**config.mk**
```make
export PLATFORM = sky130hd
export DESIGN_NAME = i2c_poll_sequencer_flat
export DESIGN_NICKNAME = d
export VERILOG_FILES = /design/src/rtl/i2c_poll_sequencer_if.sv /design/src/rtl/i2c_poll_sequencer.sv /design/src/flat_wrapper.sv
export SDC_FILE = /design/constraint.sdc
export NUM_CORES = 1
export LEC_CHECK = 0
export ABC_AREA = 0
export CAP_MARGIN = 20
export CORE_MARGIN = 1
export CORE_UTILIZATION = 52
export CTS_CLUSTER_SIZE = 8
export DETAILED_ROUTE_END_ITERATION = 6
export GPL_TIMING_DRIVEN = 0
export PLACE_DENSITY = 0.95
export SLEW_MARGIN = 20
export SYNTH_ARGS = -nofsm -noshare
export SYNTH_HDL_FRONTEND = slang
export SYNTH_SLANG_ARGS = --single-unit
```
**constraint.sdc**
```tcl
create_clock -name clock -period 3.7 [get_ports clock]
set_clock_uncertainty 0.15 [all_clocks]
set_input_delay 0.74 -clock clock [delete_from_list [all_inputs] [get_ports clock]]
set_output_delay 0.74 -clock clock [all_outputs]
set_load 0.1 [all_outputs]
```
**src/rtl/i2c_poll_sequencer_if.sv**
```systemverilog
// Handshake bundle between the poll sequencer and the low-level I2C master.
// The sequencer side drives the request fields; the master returns busy/done/nack and read data.
interface i2c_poll_sequencer_if #(
  parameter int MAX_BYTES = 6
);
  localparam int NB_W = $clog2(MAX_BYTES + 1);

  logic                   ll_start;
  logic                   ll_write;
  logic [6:0]             ll_dev_addr;
  logic [7:0]             ll_reg_addr;
  logic [NB_W-1:0]        ll_num_bytes;
  logic [7:0]             ll_wdata;
  logic                   ll_busy;
  logic                   ll_done;
  logic                   ll_nack;
  logic [8*MAX_BYTES-1:0] ll_rdata;

  modport master (
    output ll_start, ll_write, ll_dev_addr, ll_reg_addr, ll_num_bytes, ll_wdata,
    input  ll_busy, ll_done, ll_nack, ll_rdata
  );

  modport slave (
    input  ll_start, ll_write, ll_dev_addr, ll_reg_addr, ll_num_bytes, ll_wdata,
    output ll_busy, ll_done, ll_nack, ll_rdata
  );
endinterface

```
**src/rtl/i2c_poll_sequencer.sv**
```systemverilog
// Poll sequencer for one I2C peripheral: two-write init, then per tick a pointer write,
// a conversion delay and an N-byte read. Failed transactions (NACK or timeout) abort to IDLE;
// MAX_FAILS consecutive failed polls force a re-init on the next tick.
// Optional build macro NUNCHUCK_DECODE_EN adds decoded nunchuck fields (needs MAX_BYTES >= 6).
//
// state | meaning
// IDLE  | waiting for a poll tick with enable=1
// INIT0 | write INIT_DATA0 to INIT_REG0
// INIT1 | write INIT_DATA1 to INIT_REG1, sets init_done on success
// PTR   | pointer-only write of READ_REG
// DLY   | conversion delay of READ_DELAY cycles
// RD    | read MAX_BYTES from READ_REG, publishes the sample on success
module i2c_poll_sequencer #(
  parameter int         CLK_HZ     = 50_000_000,
  parameter int         POLL_HZ    = 100,
  parameter int         MAX_BYTES  = 6,
  parameter logic [6:0] DEV_ADDR   = 7'h52,
  parameter logic [7:0] INIT_REG0  = 8'hF0,
  parameter logic [7:0] INIT_DATA0 = 8'h55,
  parameter logic [7:0] INIT_REG1  = 8'hFB,
  parameter logic [7:0] INIT_DATA1 = 8'h00,
  parameter logic [7:0] READ_REG   = 8'h00,
  parameter int         READ_DELAY = 10_000,
  parameter int         TIMEOUT    = 200_000,
  parameter int         MAX_FAILS  = 3
) (
  input  logic                   clock,
  input  logic                   rst,
  input  logic                   enable,
  i2c_poll_sequencer_if.master   ll,
  output logic [8*MAX_BYTES-1:0] sample_data,
  output logic                   sample_valid,
  output logic                   init_done,
  output logic [7:0]             fail_cnt,
  output logic                   overrun
`ifdef NUNCHUCK_DECODE_EN
  ,
  output logic [7:0]             stick_x,
  output logic [7:0]             stick_y,
  output logic [9:0]             accel_x,
  output logic [9:0]             accel_y,
  output logic [9:0]             accel_z,
  output logic                   z,
  output logic                   c
`endif
);

  localparam int POLL_DIV = CLK_HZ / POLL_HZ;
  localparam int TICK_W   = (POLL_DIV > 1) ? $clog2(POLL_DIV) : 1;
  localparam int NB_W     = $clog2(MAX_BYTES + 1);
  localparam int TMR_MAX  = (TIMEOUT > READ_DELAY) ? TIMEOUT : READ_DELAY;
  localparam int TMR_W    = $clog2(TMR_MAX + 1);
  localparam int FC_W     = (MAX_FAILS > 1) ? $clog2(MAX_FAILS + 1) : 1;

  typedef enum logic [2:0] {IDLE, INIT0, INIT1, PTR, DLY, RD} state_t;

  state_t            state;
  logic              waiting;   // transaction issued, waiting for ll_done or timeout
  logic [TMR_W-1:0]  tmr;       // shared down-counter: timeout in wait phase, delay in DLY
  logic [FC_W-1:0]   consec;
  logic [TICK_W-1:0] tick_cnt;
  logic              tick;
  logic              txn_fail;
  logic              txn_good;

  assign tick = (tick_cnt == TICK_W'(POLL_DIV - 1));

  // waiting is only ever set in INIT0/INIT1/PTR/RD, so it qualifies both outcomes
  assign txn_good = waiting && ll.ll_done && !ll.ll_nack;
  assign txn_fail = waiting && ((ll.ll_done && ll.ll_nack) || (!ll.ll_done && tmr == '0));

  // Free-running poll tick divider, independent of enable
  always_ff @(posedge clock) begin
    if (rst)       tick_cnt <= '0;
    else if (tick) tick_cnt <= '0;
    else           tick_cnt <= tick_cnt + 1'b1;
  end

  // Sequencer FSM with registered handshake and sample outputs
  always_ff @(posedge clock) begin
    if (rst) begin
      state           <= IDLE;
      waiting         <= 1'b0;
      tmr             <= '0;
      consec          <= '0;
      ll.ll_start     <= 1'b0;
      ll.ll_write     <= 1'b0;
      ll.ll_dev_addr  <= '0;
      ll.ll_reg_addr  <= '0;
      ll.ll_num_bytes <= '0;
      ll.ll_wdata     <= '0;
      sample_data     <= '0;
      sample_valid    <= 1'b0;
      init_done       <= 1'b0;
      fail_cnt        <= '0;
      overrun         <= 1'b0;
`ifdef NUNCHUCK_DECODE_EN
      stick_x <= '0;
      stick_y <= '0;
      accel_x <= '0;
      accel_y <= '0;
      accel_z <= '0;
      z       <= 1'b0;
      c       <= 1'b0;
`endif
    end else begin
      ll.ll_start  <= 1'b0;
      sample_valid <= 1'b0;
      // ticks outside IDLE are dropped, never queued
      if (tick && state != IDLE) overrun <= 1'b1;

      if (txn_fail) begin
        state   <= IDLE;
        waiting <= 1'b0;
        if (fail_cnt != 8'hFF) fail_cnt <= fail_cnt + 1'b1;
        if (state == PTR || state == RD) begin
          if (consec == FC_W'(MAX_FAILS - 1)) begin
            consec    <= '0;
            init_done <= 1'b0;
          end else begin
            consec <= consec + 1'b1;
          end
        end
      end else if (txn_good) begin
        waiting <= 1'b0;
        case (state)
          INIT0: state <= INIT1;
          INIT1: begin
            init_done <= 1'b1;
            state     <= IDLE;
          end
          PTR: begin
            tmr   <= TMR_W'(READ_DELAY - 1);
            state <= DLY;
          end
          default: begin
            sample_data  <= ll.ll_rdata;
            sample_valid <= 1'b1;
            consec       <= '0;
            state        <= IDLE;
`ifdef NUNCHUCK_DECODE_EN
            stick_x <= ll.ll_rdata[7:0];
            stick_y <= ll.ll_rdata[15:8];
            accel_x <= {ll.ll_rdata[23:16], ll.ll_rdata[43:42]};
            accel_y <= {ll.ll_rdata[31:24], ll.ll_rdata[45:44]};
            accel_z <= {ll.ll_rdata[39:32], ll.ll_rdata[47:46]};
            z       <= ~ll.ll_rdata[40];
            c       <= ~ll.ll_rdata[41];
`endif
          end
        endcase
      end else begin
        case (state)
          IDLE: begin
            // a late ll_done from a timed-out transaction lands here and is ignored
            if (tick && enable) begin
              waiting <= 1'b0;
              state   <= init_done ? PTR : INIT0;
            end
          end
          DLY: begin
            if (tmr == '0) begin
              waiting <= 1'b0;
              state   <= RD;
            end else begin
              tmr <= tmr - 1'b1;
            end
          end
          default: begin
            if (!waiting) begin
              if (!ll.ll_busy) begin
                // request fields change only here, so they stay stable until ll_done
                ll.ll_start    <= 1'b1;
                ll.ll_dev_addr <= DEV_ADDR;
                waiting        <= 1'b1;
                tmr            <= TMR_W'(TIMEOUT - 1);
                case (state)
                  INIT0: begin
                    ll.ll_write     <= 1'b1;
                    ll.ll_reg_addr  <= INIT_REG0;
                    ll.ll_num_bytes <= NB_W'(1);
                    ll.ll_wdata     <= INIT_DATA0;
                  end
                  INIT1: begin
                    ll.ll_write     <= 1'b1;
                    ll.ll_reg_addr  <= INIT_REG1;
                    ll.ll_num_bytes <= NB_W'(1);
                    ll.ll_wdata     <= INIT_DATA1;
                  end
                  PTR: begin
                    ll.ll_write     <= 1'b1;
                    ll.ll_reg_addr  <= READ_REG;
                    ll.ll_num_bytes <= '0;
                    ll.ll_wdata     <= 8'h00;
                  end
                  default: begin
                    ll.ll_write     <= 1'b0;
                    ll.ll_reg_addr  <= READ_REG;
                    ll.ll_num_bytes <= NB_W'(MAX_BYTES);
                    ll.ll_wdata     <= 8'h00;
                  end
                endcase
              end
            end else begin
              tmr <= tmr - 1'b1;
            end
          end
        endcase
      end
    end
  end

endmodule

```
**src/flat_wrapper.sv**
```systemverilog
// flat-port wrapper written by rule: the top's interface ports become plain ports
module i2c_poll_sequencer_flat 
#(
  parameter int         CLK_HZ     = 50_000_000,
  parameter int         POLL_HZ    = 100,
  parameter int         MAX_BYTES  = 6,
  parameter logic [6:0] DEV_ADDR   = 7'h52,
  parameter logic [7:0] INIT_REG0  = 8'hF0,
  parameter logic [7:0] INIT_DATA0 = 8'h55,
  parameter logic [7:0] INIT_REG1  = 8'hFB,
  parameter logic [7:0] INIT_DATA1 = 8'h00,
  parameter logic [7:0] READ_REG   = 8'h00,
  parameter int         READ_DELAY = 10_000,
  parameter int         TIMEOUT    = 200_000,
  parameter int         MAX_FAILS  = 3
)
  (clock, rst, enable, sample_data, sample_valid, init_done, fail_cnt, overrun, ll_ll_start, ll_ll_write, ll_ll_dev_addr, ll_ll_reg_addr, ll_ll_num_bytes, ll_ll_wdata, ll_ll_busy, ll_ll_done, ll_ll_nack, ll_ll_rdata);
  i2c_poll_sequencer_if #(.MAX_BYTES(MAX_BYTES)) ll_i ();
  input  logic clock;
  input  logic rst;
  input  logic enable;
  output logic [8*MAX_BYTES-1:0] sample_data;
  output logic sample_valid;
  output logic init_done;
  output logic [7:0] fail_cnt;
  output logic overrun;
  output wire logic [$bits(ll_i.ll_start)-1:0] ll_ll_start;
  output wire logic [$bits(ll_i.ll_write)-1:0] ll_ll_write;
  output wire logic [$bits(ll_i.ll_dev_addr)-1:0] ll_ll_dev_addr;
  output wire logic [$bits(ll_i.ll_reg_addr)-1:0] ll_ll_reg_addr;
  output wire logic [$bits(ll_i.ll_num_bytes)-1:0] ll_ll_num_bytes;
  output wire logic [$bits(ll_i.ll_wdata)-1:0] ll_ll_wdata;
  input wire logic [$bits(ll_i.ll_busy)-1:0] ll_ll_busy;
  input wire logic [$bits(ll_i.ll_done)-1:0] ll_ll_done;
  input wire logic [$bits(ll_i.ll_nack)-1:0] ll_ll_nack;
  input wire logic [$bits(ll_i.ll_rdata)-1:0] ll_ll_rdata;
  assign ll_ll_start = ll_i.ll_start;
  assign ll_ll_write = ll_i.ll_write;
  assign ll_ll_dev_addr = ll_i.ll_dev_addr;
  assign ll_ll_reg_addr = ll_i.ll_reg_addr;
  assign ll_ll_num_bytes = ll_i.ll_num_bytes;
  assign ll_ll_wdata = ll_i.ll_wdata;
  assign ll_i.ll_busy = ll_ll_busy;
  assign ll_i.ll_done = ll_ll_done;
  assign ll_i.ll_nack = ll_ll_nack;
  assign ll_i.ll_rdata = ll_ll_rdata;
  i2c_poll_sequencer #(.CLK_HZ(CLK_HZ), .POLL_HZ(POLL_HZ), .MAX_BYTES(MAX_BYTES), .DEV_ADDR(DEV_ADDR), .INIT_REG0(INIT_REG0), .INIT_DATA0(INIT_DATA0), .INIT_REG1(INIT_REG1), .INIT_DATA1(INIT_DATA1), .READ_REG(READ_REG), .READ_DELAY(READ_DELAY), .TIMEOUT(TIMEOUT), .MAX_FAILS(MAX_FAILS)) u_core (.clock(clock), .rst(rst), .enable(enable), .ll(ll_i), .sample_data(sample_data), .sample_valid(sample_valid), .init_done(init_done), .fail_cnt(fail_cnt), .overrun(overrun));
endmodule
```
==> results of run 1 <==
routing by layer:
layer / vias to the layer above / global-route usage (%)
met1: 2463 / 35.4
met5: - / 0
met2: 204 / 53.0
met3: 40 / 5.06
li1: 2437 / -
met4: 0 / 14.3
logic make-up after synthesis:
family | Yosys count | share of synthesized area (%)
AO/OA/AOI/OAI | 138 | 18.0
adder cells (fa/ha/maj) | 3 | 0.741
multiplexers | 3 | 0.617
AND/OR/NAND/NOR | 276 | 26.6
buffers and inverters | 71 | 7.43
other | 1 | 0.0740
flip-flops | 110 | 43.4
XOR/XNOR | 18 | 3.11
state kept, by name (all words and copies together) (netlist names), 2 cells and up:
signal,cells
u_core.state,3
u_core.fail_cnt,8
u_core.ll.ll_reg_addr,2
u_core.sample_data,48
u_core.ll.ll_num_bytes,2
u_core.tmr,18
u_core.consec,2
u_core.tick_cnt,19
synthesized netlist by cell type (6+ instances only):
| master | number | area share [%] |
|---|---|---|
| nand2_1 | 125 | 9.3 |
| dfxtp_1 | 110 | 43 |
| a21oi_1 | 67 | 6.6 |
| nor2_1 | 52 | 3.9 |
| clkbuf_1 | 24 | 1.8 |
| buf_4 | 22 | 3.3 |
| nand3_1 | 20 | 2.0 |
| inv_1 | 14 | 1.0 |
| nand4_1 | 12 | 1.5 |
| nor3_1 | 11 | 1.1 |
| a211oi_1 | 10 | 1.5 |
| o21ai_0 | 10 | 0.99 |
| xor2_1 | 10 | 1.7 |
| xnor2_1 | 8 | 1.4 |
| or4_1 | 7 | 1.0 |
| a311oi_1 | 6 | 1.0 |
| nor2b_1 | 6 | 0.74 |
| o31ai_1 | 6 | 0.89 |
| or3_1 | 6 | 0.74 |
final timing paths:
kind	from	endpoint	depth (start not counted)
setup / recovery	ll_ll_nack	u_core.sample_data[25]$_SDFFE_PP0P_	8
hold / removal	u_core.sample_data[47]$_SDFFE_PP0P_	u_core.sample_data[47]$_SDFFE_PP0P_	2
setup reg to reg	u_core.tmr[0]$_SDFFE_PP0P_	u_core.tmr[11]$_SDFFE_PP0P_	7
hold reg to reg	u_core.sample_data[47]$_SDFFE_PP0P_	u_core.sample_data[47]$_SDFFE_PP0P_	2
worst register-to-register path, stage by stage, from the launching register on:
cell and delay (ns):
dfxtp_1 0.41, inv_1 0.06, ha_1 0.28, nor4b_2 0.20, and4_4 0.21, a21bo_2 0.30, nor3_1 0.77, a221oi_1 0.22
metrics by stage:
stage	total power, mW	setup WS [ns]	cells	instance area [µm²]
3_3_place_gp	1.36	0.467	888	6570
4_1_cts	2.20	0.750	904	6820
3_5_place_dp	1.36	0.433	888	6570
5_1_grt	2.25	0.497	904	6820
6_report	2.20	0.737	904	6820
2_1_floorplan	1.29	1.14	628	5100
layout make-up:
cell class	count	area, µm²
inverters	14	52.6
repair buffers	131	1310
flip-flops and latches	110	2200
clock inverters	6	113
plain buffers	57	324
fillers	644	2510
well taps	129	161
multi-input cells	447	2520
clock buffers	10	138
power breakdown:
group	switching, mW	internal (mW)
clock network	0.444	0.418
registers	0.00304	1.19
logic	0.0810	0.0647
==> results.json, run 1 <==
{
  "final_core_util_pct": 73.1,
  "post_synth.cell_area_avg_um2": 8.18,
  "final_max_slew_viol_count": 0,
  "dr_wl_met3_um": 905,
  "grt_usage_pct": 30.0,
  "drt_iter0_drc": 339,
  "cp.required_ns": 3.87,
  "power_density_nw_per_um2": 322,
  "status": "finished with violations",
  "start_util_pct": 54.3,
  "h-tree-depth": 3,
  "cts_tree": "yes",
  "end_kind": "flop",
  "clk_latency_ns": 0.38,
  "cp_max_fo": 10,
  "grt_pass1_vias": 5114,
  "reg2reg_setup_slack_ns": 0.92,
  "dieHeight_um": 101,
  "crit_family": "buffers and inverters",
  "viasPerCell": 5.69,
  "hold_buffers": 0,
  "vias": 5144,
  "syn_area_um2": 5070,
  "antennaDiodeCount": 0,
  "rsz0062_at_grt": "no",
  "cp-start-kind": "primary input",
  "syn_to_final_growth_pct": 34.6,
  "max_freq_mhz": 338,
  "ys_warn_count": 0,
  "port-buffer-count": 131,
  "ir_worst_vdd_uv": 235,
  "grt_start_max_net_pins": 21,
  "rows": 35,
  "hold_viol_final": 0,
  "crit_chain": "clkdlybuf4s50_1, nand3b_1, clkbuf_1, nor2_1, buf_2, buf_1, nand2_1, a21oi_1",
  "route.met2.wl_mm": 7.70,
  "topRoutingLayerUsed": "met4",
  "grt_pass1_wl_mm": 24.0,
  "cts_root_buffer": "clkbuf_8",
  "ys_async_sr_fraction_pct": 0,
  "cp_num_buf_inv": 4,
  "hpwl_mm": 11.1,
  "worst_ep_arrival_time_ns": 3.13,
  "ctsResizeCount": 0,
  "setup_viol": 0,
  "yosysUniqueCellTypes": 63,
  "criticalPathCategory": "in2reg",
  "grt_remaining_overflow": 0,
  "critPathMaxStageDelay_ns": 0.47,
  "worst_pin_slew_ns": 1.03,
  "timing.slew.headroom_pct": 31.3,
  "synthCells": 620,
  "final_cell_mix": "clkdlybuf4s50_1, nand2_1, dfxtp_1, a21oi_1, nor2_1",
  "dr.pass1.iters": 7,
  "drt_drc_violations_left": 1,
  "ys_ff_latch": 110,
  "drive_above_1_share_pct": 8.39,
  "holdCritPathClass": "reg2reg",
  "post_cts_buffers": 0,
  "maxCapViolations": 0,
  "clk_pin_slew_ns": 0.12,
  "crit_slowest_cell": "clkdlybuf4s50_1",
  "wire_per_inst_um": 16.7,
  "pin_count": 141,
  "coreArea_um2": 9330,
  "antenna_found_initial": 0,
  "gp_congestion": 0.934,
  "whs_ns": 0.312,
  "cts_sinks": 110,
  "seq_area_frac_synth_pct": 43.4,
  "dieArea_um2": 10100,
  "synth_flop_cell": "dfxtp_1",
  "setup_tns_ns": 0,
  "drt-total-wl_mm": 15.1,
  "violations": "design-rule violations",
  "cts_buffers": 9,
  "cts_max_path_buffers": 2,
  "die_w_um": 101,
  "finalCritPeriodShare_pct": 80.1,
  "leakagePower_nw": 2.36,
  "final_antenna_net_count": 0,
  "nets": 827,
  "wl_met1_mm": 6.02,
  "synth_edf_count": 0,
  "final_common_cell": "clkdlybuf4s50_1",
  "period_minus_slack_ns": 2.96
}
Note: power is estimated with default switching activity, not from simulation.
==> run 2, diff against run 1 <==
Settings changed: CORE_UTILIZATION 52 to 48, PLACE_DENSITY 0.95 to 0.9.
Clock period 3.7 ns to 2.9 ns, I/O delays scaled along.
==> results.json, run 2 (synthesis results as in run 1) <==
{
  "status": "finished, final reports clean",
  "ctsResizeCount": 0,
  "h-tree-depth": 3,
  "grt_usage_pct": 25.9,
  "nets": 826,
  "period_minus_slack_ns": 2.84,
  "start_util_pct": 49.3,
  "final_cell_mix": "clkdlybuf4s50_1, nand2_1, dfxtp_1, a21oi_1, nor2_1",
  "maxCapViolations": 0,
  "cp-start-kind": "flop",
  "worst_pin_slew_ns": 1.02,
  "setup_viol": 0,
  "p_clk_share_pct": 36.4,
  "rows": 37,
  "critPathMaxStageDelay_ns": 1.13,
  "largest_reg_flops": 48,
  "holdCritPathClass": "reg2reg",
  "cp_num_buf_inv": 2,
  "grt_remaining_overflow": 0,
  "coreArea_um2": 10300,
  "hold_depth": 2,
  "final_common_cell": "clkdlybuf4s50_1",
  "pin_count": 141,
  "cp.required_ns": 2.17,
  "final_antenna_net_count": 0,
  "p_switching_uw": 730,
  "dr.pass1.iters": 5,
  "ir_worst_vdd_uv": 312,
  "die_w_um": 105,
  "switching_share_pct": 27.2,
  "end_kind": "output pin",
  "grt_start_max_net_pins": 23,
  "whs_endpoint": "u_core.sample_data[9]$_SDFFE_PP0P_",
  "drive_above_1_share_pct": 8.66,
  "crit_family": "buffers and inverters",
  "p_seq_share_pct": 56.7,
  "clk_pin_slew_ns": 0.12,
  "r2r_start": "u_core.tmr[0]$_SDFFE_PP0P_",
  "port-buffer-count": 131,
  "gp_congestion": 0.922,
  "min_from": "u_core.sample_data[9]$_SDFFE_PP0P_",
  "wire_per_inst_um": 15.8,
  "max_freq_mhz": 352,
  "dp_cells": 895,
  "regMostFlops": "u_core.sample_data",
  "cts_sinks": 110,
  "cts_buffers": 9,
  "final_core_util_pct": 66.1,
  "rsz0062_at_grt": "no",
  "antenna_found_initial": 0,
  "antennaDiodeCount": 0,
  "criticalPathCategory": "reg2out",
  "rr_worst_depth": 9,
  "combPwrFrac_pct": 6.9,
  "drt_drc_violations_left": 0,
  "hold_viol_final": 0,
  "timing.slew.headroom_pct": 31.6,
  "grt_pass1_vias": 4753,
  "post_cts_buffers": 0,
  "final_max_slew_viol_count": 0,
  "cp_max_fo": 5,
  "dieArea_um2": 11000,
  "drt_iter0_drc": 384,
  "grt_pass1_wl_mm": 23.0,
  "power_density_nw_per_um2": 394,
  "reg2reg_setup_slack_ns": 0.30,
  "top_regs": "u_core.sample_data: 48 flops, u_core.tick_cnt: 19 flops, u_core.tmr: 18 flops",
  "finalCritPeriodShare_pct": 97.9,
  "final_cell_count_no_fill": 910,
  "drt-total-wl_mm": 14.3,
  "vias": 5062,
  "p_int_mw": 1.95,
  "cts_root_buffer": "clkbuf_8",
  "syn_to_final_growth_pct": 34.0,
  "dieHeight_um": 105,
  "finalPower_mw": 2.68,
  "cts_max_path_buffers": 2,
  "leakagePower_nw": 2.34,
  "crit_slowest_cell": "clkdlybuf4s50_1",
  "hpwl_mm": 10.5,
  "worst_ep_arrival_time_ns": 2.11,
  "hold_buffers": 0,
  "viasPerCell": 5.56,
  "cts_tree": "yes",
  "clk_latency_ns": 0.38,
  "crit_chain": "buf_4, clkdlybuf4s50_1",
  "rr_endpoint": "u_core.tmr[11]$_SDFFE_PP0P_"
}
run 2: power by group through the flow:
stage	logic, mW	clock network [mW]	registers [mW]
2_1_floorplan	0.0931	0	1.55
3_3_place_gp	0.181	0	1.55
3_5_place_dp	0.182	0	1.55
4_1_cts	0.183	0.978	1.52
5_1_grt	0.194	1.05	1.52
6_report	0.185	0.976	1.52
run 2: worst max-delay path by stage:
stage                                               start                             endpoint  slack, ns  cells past startpoint
global route                                   ll_ll_done  u_core.sample_data[32]$_SDFFE_PP0P_       0.01                      8
finish              u_core.ll.ll_reg_addr[6]$_SDFFE_PP0P_                    ll_ll_reg_addr[5]       0.06                      2
global placement                               ll_ll_nack          u_core.tmr[11]$_SDFFE_PP0P_      -0.11                      6
CTS                 u_core.ll.ll_reg_addr[6]$_SDFFE_PP0P_                    ll_ll_reg_addr[6]       0.08                      2
detailed placement                             ll_ll_done  u_core.sample_data[25]$_SDFFE_PP0P_      -0.19                      8
floorplan                 u_core.fail_cnt[2]$_SDFFE_PP0P_      u_core.fail_cnt[5]$_SDFFE_PP0P_       0.34                      6
run 2: metrics by stage:
| step | worst slack [ns] | setup TNS [ns] | hold slack, ns | instance area [µm²] |
|---|---|---|---|---|
| 6_report | 0.0617 | 0 | 0.311 | 6790 |
| 5_1_grt | 0.0116 | 0 | 0.334 | 6790 |
| 3_3_place_gp | -0.108 | -1.97 | 0.291 | 6580 |
| 4_1_cts | 0.0755 | 0 | 0.314 | 6790 |
| 3_5_place_dp | -0.193 | -3.30 | 0.298 | 6580 |
| 2_1_floorplan | 0.343 | 0 | 0.280 | 5100 |
run 2: per-layer routing:
metal / vias up / GRT usage, % / wire length (µm)
li1: 2447 / - / -
met1: 2378 / 32.9 / 6210
met2: 204 / 43.7 / 6900
met3: 33 / 4.99 / 867
met4: 0 / 9.05 / 361
met5: - / 0 / 0
run 2: layout make-up:
cell class | instances | area (µm²)
Clock inverter | 7 | 85.1
Sequential cell | 110 | 2200
Inverter | 14 | 52.6
Fill cell | 846 | 3490
Timing Repair Buffer | 131 | 1310
Clock buffer | 9 | 124
Tap cell | 136 | 170
Multi-Input combinational cell | 447 | 2520
Buffer | 56 | 322
run 2: worst min-delay path, delay by kind of cell, from the launching register on:
family	cells	cell delay (ns)
AOI/OAI and AO/OA	1	0.05
DFF	1	0.33
and+or+nand+nor	1	0.05
==> run 3, diff against run 2 <==
Settings changed: SETUP_SLACK_MARGIN set to 0.05.
==> results.json, run 3 (synthesis results as in run 1) <==
{
  "status": "finished, final reports clean",
  "coreArea_um2": 10300,
  "largest_reg_flops": 48,
  "cts_tree": "yes",
  "worst_ep_arrival_time_ns": 2.09,
  "die_w_um": 105,
  "nets": 827,
  "ctsResizeCount": 0,
  "grt_pass1_vias": 4753,
  "critPathMaxStageDelay_ns": 1.12,
  "setup_tns_ns": 0,
  "setup_viol": 0,
  "globalRouteMet3Util_pct": 4.99,
  "cp-start-kind": "flop",
  "antenna_found_initial": 0,
  "drt-total-wl_mm": 14.4,
  "cp_num_buf_inv": 2,
  "cts_max_path_buffers": 2,
  "cts_root_buffer": "clkbuf_8",
  "grt-busiest-layer": "met2",
  "dieArea_um2": 11000,
  "grt.met2_usage_pct": 43.7,
  "cts_sinks": 110,
  "viasPerCell": 5.56,
  "gp_congestion": 0.922,
  "clk_pin_slew_ns": 0.12,
  "grt_start_max_net_pins": 23,
  "drt_drc_violations_left": 0,
  "pin_count": 141,
  "port-buffer-count": 131,
  "maxCapViolations": 0,
  "max_freq_mhz": 354,
  "ir_worst_vdd_uv": 312,
  "end_kind": "output pin",
  "start_util_pct": 49.3,
  "timing.slew.headroom_pct": 31.9,
  "power_density_nw_per_um2": 393,
  "dp_cells": 895,
  "drive_above_1_share_pct": 8.77,
  "crit_chain": "buf_4, clkdlybuf4s50_1",
  "top_regs": "u_core.sample_data: 48 flops, u_core.tick_cnt: 19 flops, u_core.tmr: 18 flops",
  "antennaDiodeCount": 0,
  "period_minus_slack_ns": 2.82,
  "h-tree-depth": 3,
  "crit_family": "buffers and inverters",
  "grt_pass1_wl_mm": 23.0,
  "cp_max_fo": 5,
  "wire_per_inst_um": 15.8,
  "whs_ns": 0.311,
  "dieHeight_um": 105,
  "place_area_um2": 6580,
  "final_area_um2": 6810,
  "reg2reg_setup_slack_ns": 0.30,
  "rsz0062_at_grt": "no",
  "hpwl_mm": 10.5,
  "final_cell_mix": "nand2_1, clkdlybuf4s50_1, dfxtp_1, a21oi_1, nor2_1",
  "finalPower_mw": 2.68,
  "rows": 37,
  "grt_usage_pct": 25.9,
  "cts_buffers": 9,
  "grt_remaining_overflow": 0,
  "regMostFlops": "u_core.sample_data",
  "post_cts_buffers": 0,
  "hold_viol_final": 0,
  "drt_iter0_drc": 401,
  "finalCritPeriodShare_pct": 97.4,
  "hold_buffers": 0,
  "vias": 5068,
  "clk_latency_ns": 0.38,
  "final_cell_count_no_fill": 911,
  "criticalPathCategory": "reg2out",
  "worst_pin_slew_ns": 1.02,
  "syn_to_final_growth_pct": 34.4,
  "holdCritPathClass": "reg2reg",
  "final_antenna_net_count": 0,
  "crit_slowest_cell": "clkdlybuf4s50_1",
  "dr.pass1.iters": 5,
  "final_max_slew_viol_count": 0,
  "leakagePower_nw": 2.45,
  "grt_use_met1_pct": 32.9,
  "cp.required_ns": 2.17
}
-- run 3: cell types whose count changed in the layout (fill, tap and decap cells not counted), sizes merged --
cell,before,now
dlymetal6s2s,0,6
clkbuf,34,35
clkdlybuf4s50,131,125
-- run 3: final cells by class --
type                    instances  area (µm²)
clock inverters                 7        85.1
flip-flops and latches        110        2200
fillers                       837        3470
multi-input cells             447        2520
clock buffers                   9         124
inverters                      14        52.6
repair buffers                131        1330
plain buffers                  57         327
well taps                     136         170
-- run 3: path summary, 6_finish.rpt --
path | start | endpoint | depth (start not counted)
worst min register to register | u_core.sample_data[9]$_SDFFE_PP0P_ | u_core.sample_data[9]$_SDFFE_PP0P_ | 2
worst max-delay path | u_core.ll.ll_reg_addr[6]$_SDFFE_PP0P_ | ll_ll_reg_addr[7] | 2
worst max register to register | u_core.tmr[0]$_SDFFE_PP0P_ | u_core.tmr[11]$_SDFFE_PP0P_ | 9
worst min-delay path | u_core.sample_data[9]$_SDFFE_PP0P_ | u_core.sample_data[9]$_SDFFE_PP0P_ | 2
-- run 3: stage by stage --
| stage | setup slack [ns] | utilization [%] |
|---|---|---|
| after floorplan | 0.343 | - |
| after global placement | -0.108 | 64.0 |
| after detailed placement | -0.193 | 64.0 |
| after CTS | 0.0755 | 66.1 |
| after global routing | 0.0561 | 66.3 |
| final | 0.0766 | 66.3 |
-- run 3: tightest hold or removal path: stages, from the launching register on --
cell and delay (ns):
dfxtp_1 0.33, nand2_1 0.05, a21oi_1 0.05
-- run 3: report_power, final --
group	switching, mW	internal [mW]
clock network	0.623	0.352
registers	0.00347	1.51
logic	0.102	0.0827
total	0.729	1.95
-- run 3: metal layers --
layer | up-vias | routed length, µm
met5 | - | 0
met4 | 0 | 337
met3 | 29 | 853
met2 | 193 | 6960
met1 | 2406 | 6230
li1 | 2440 | -
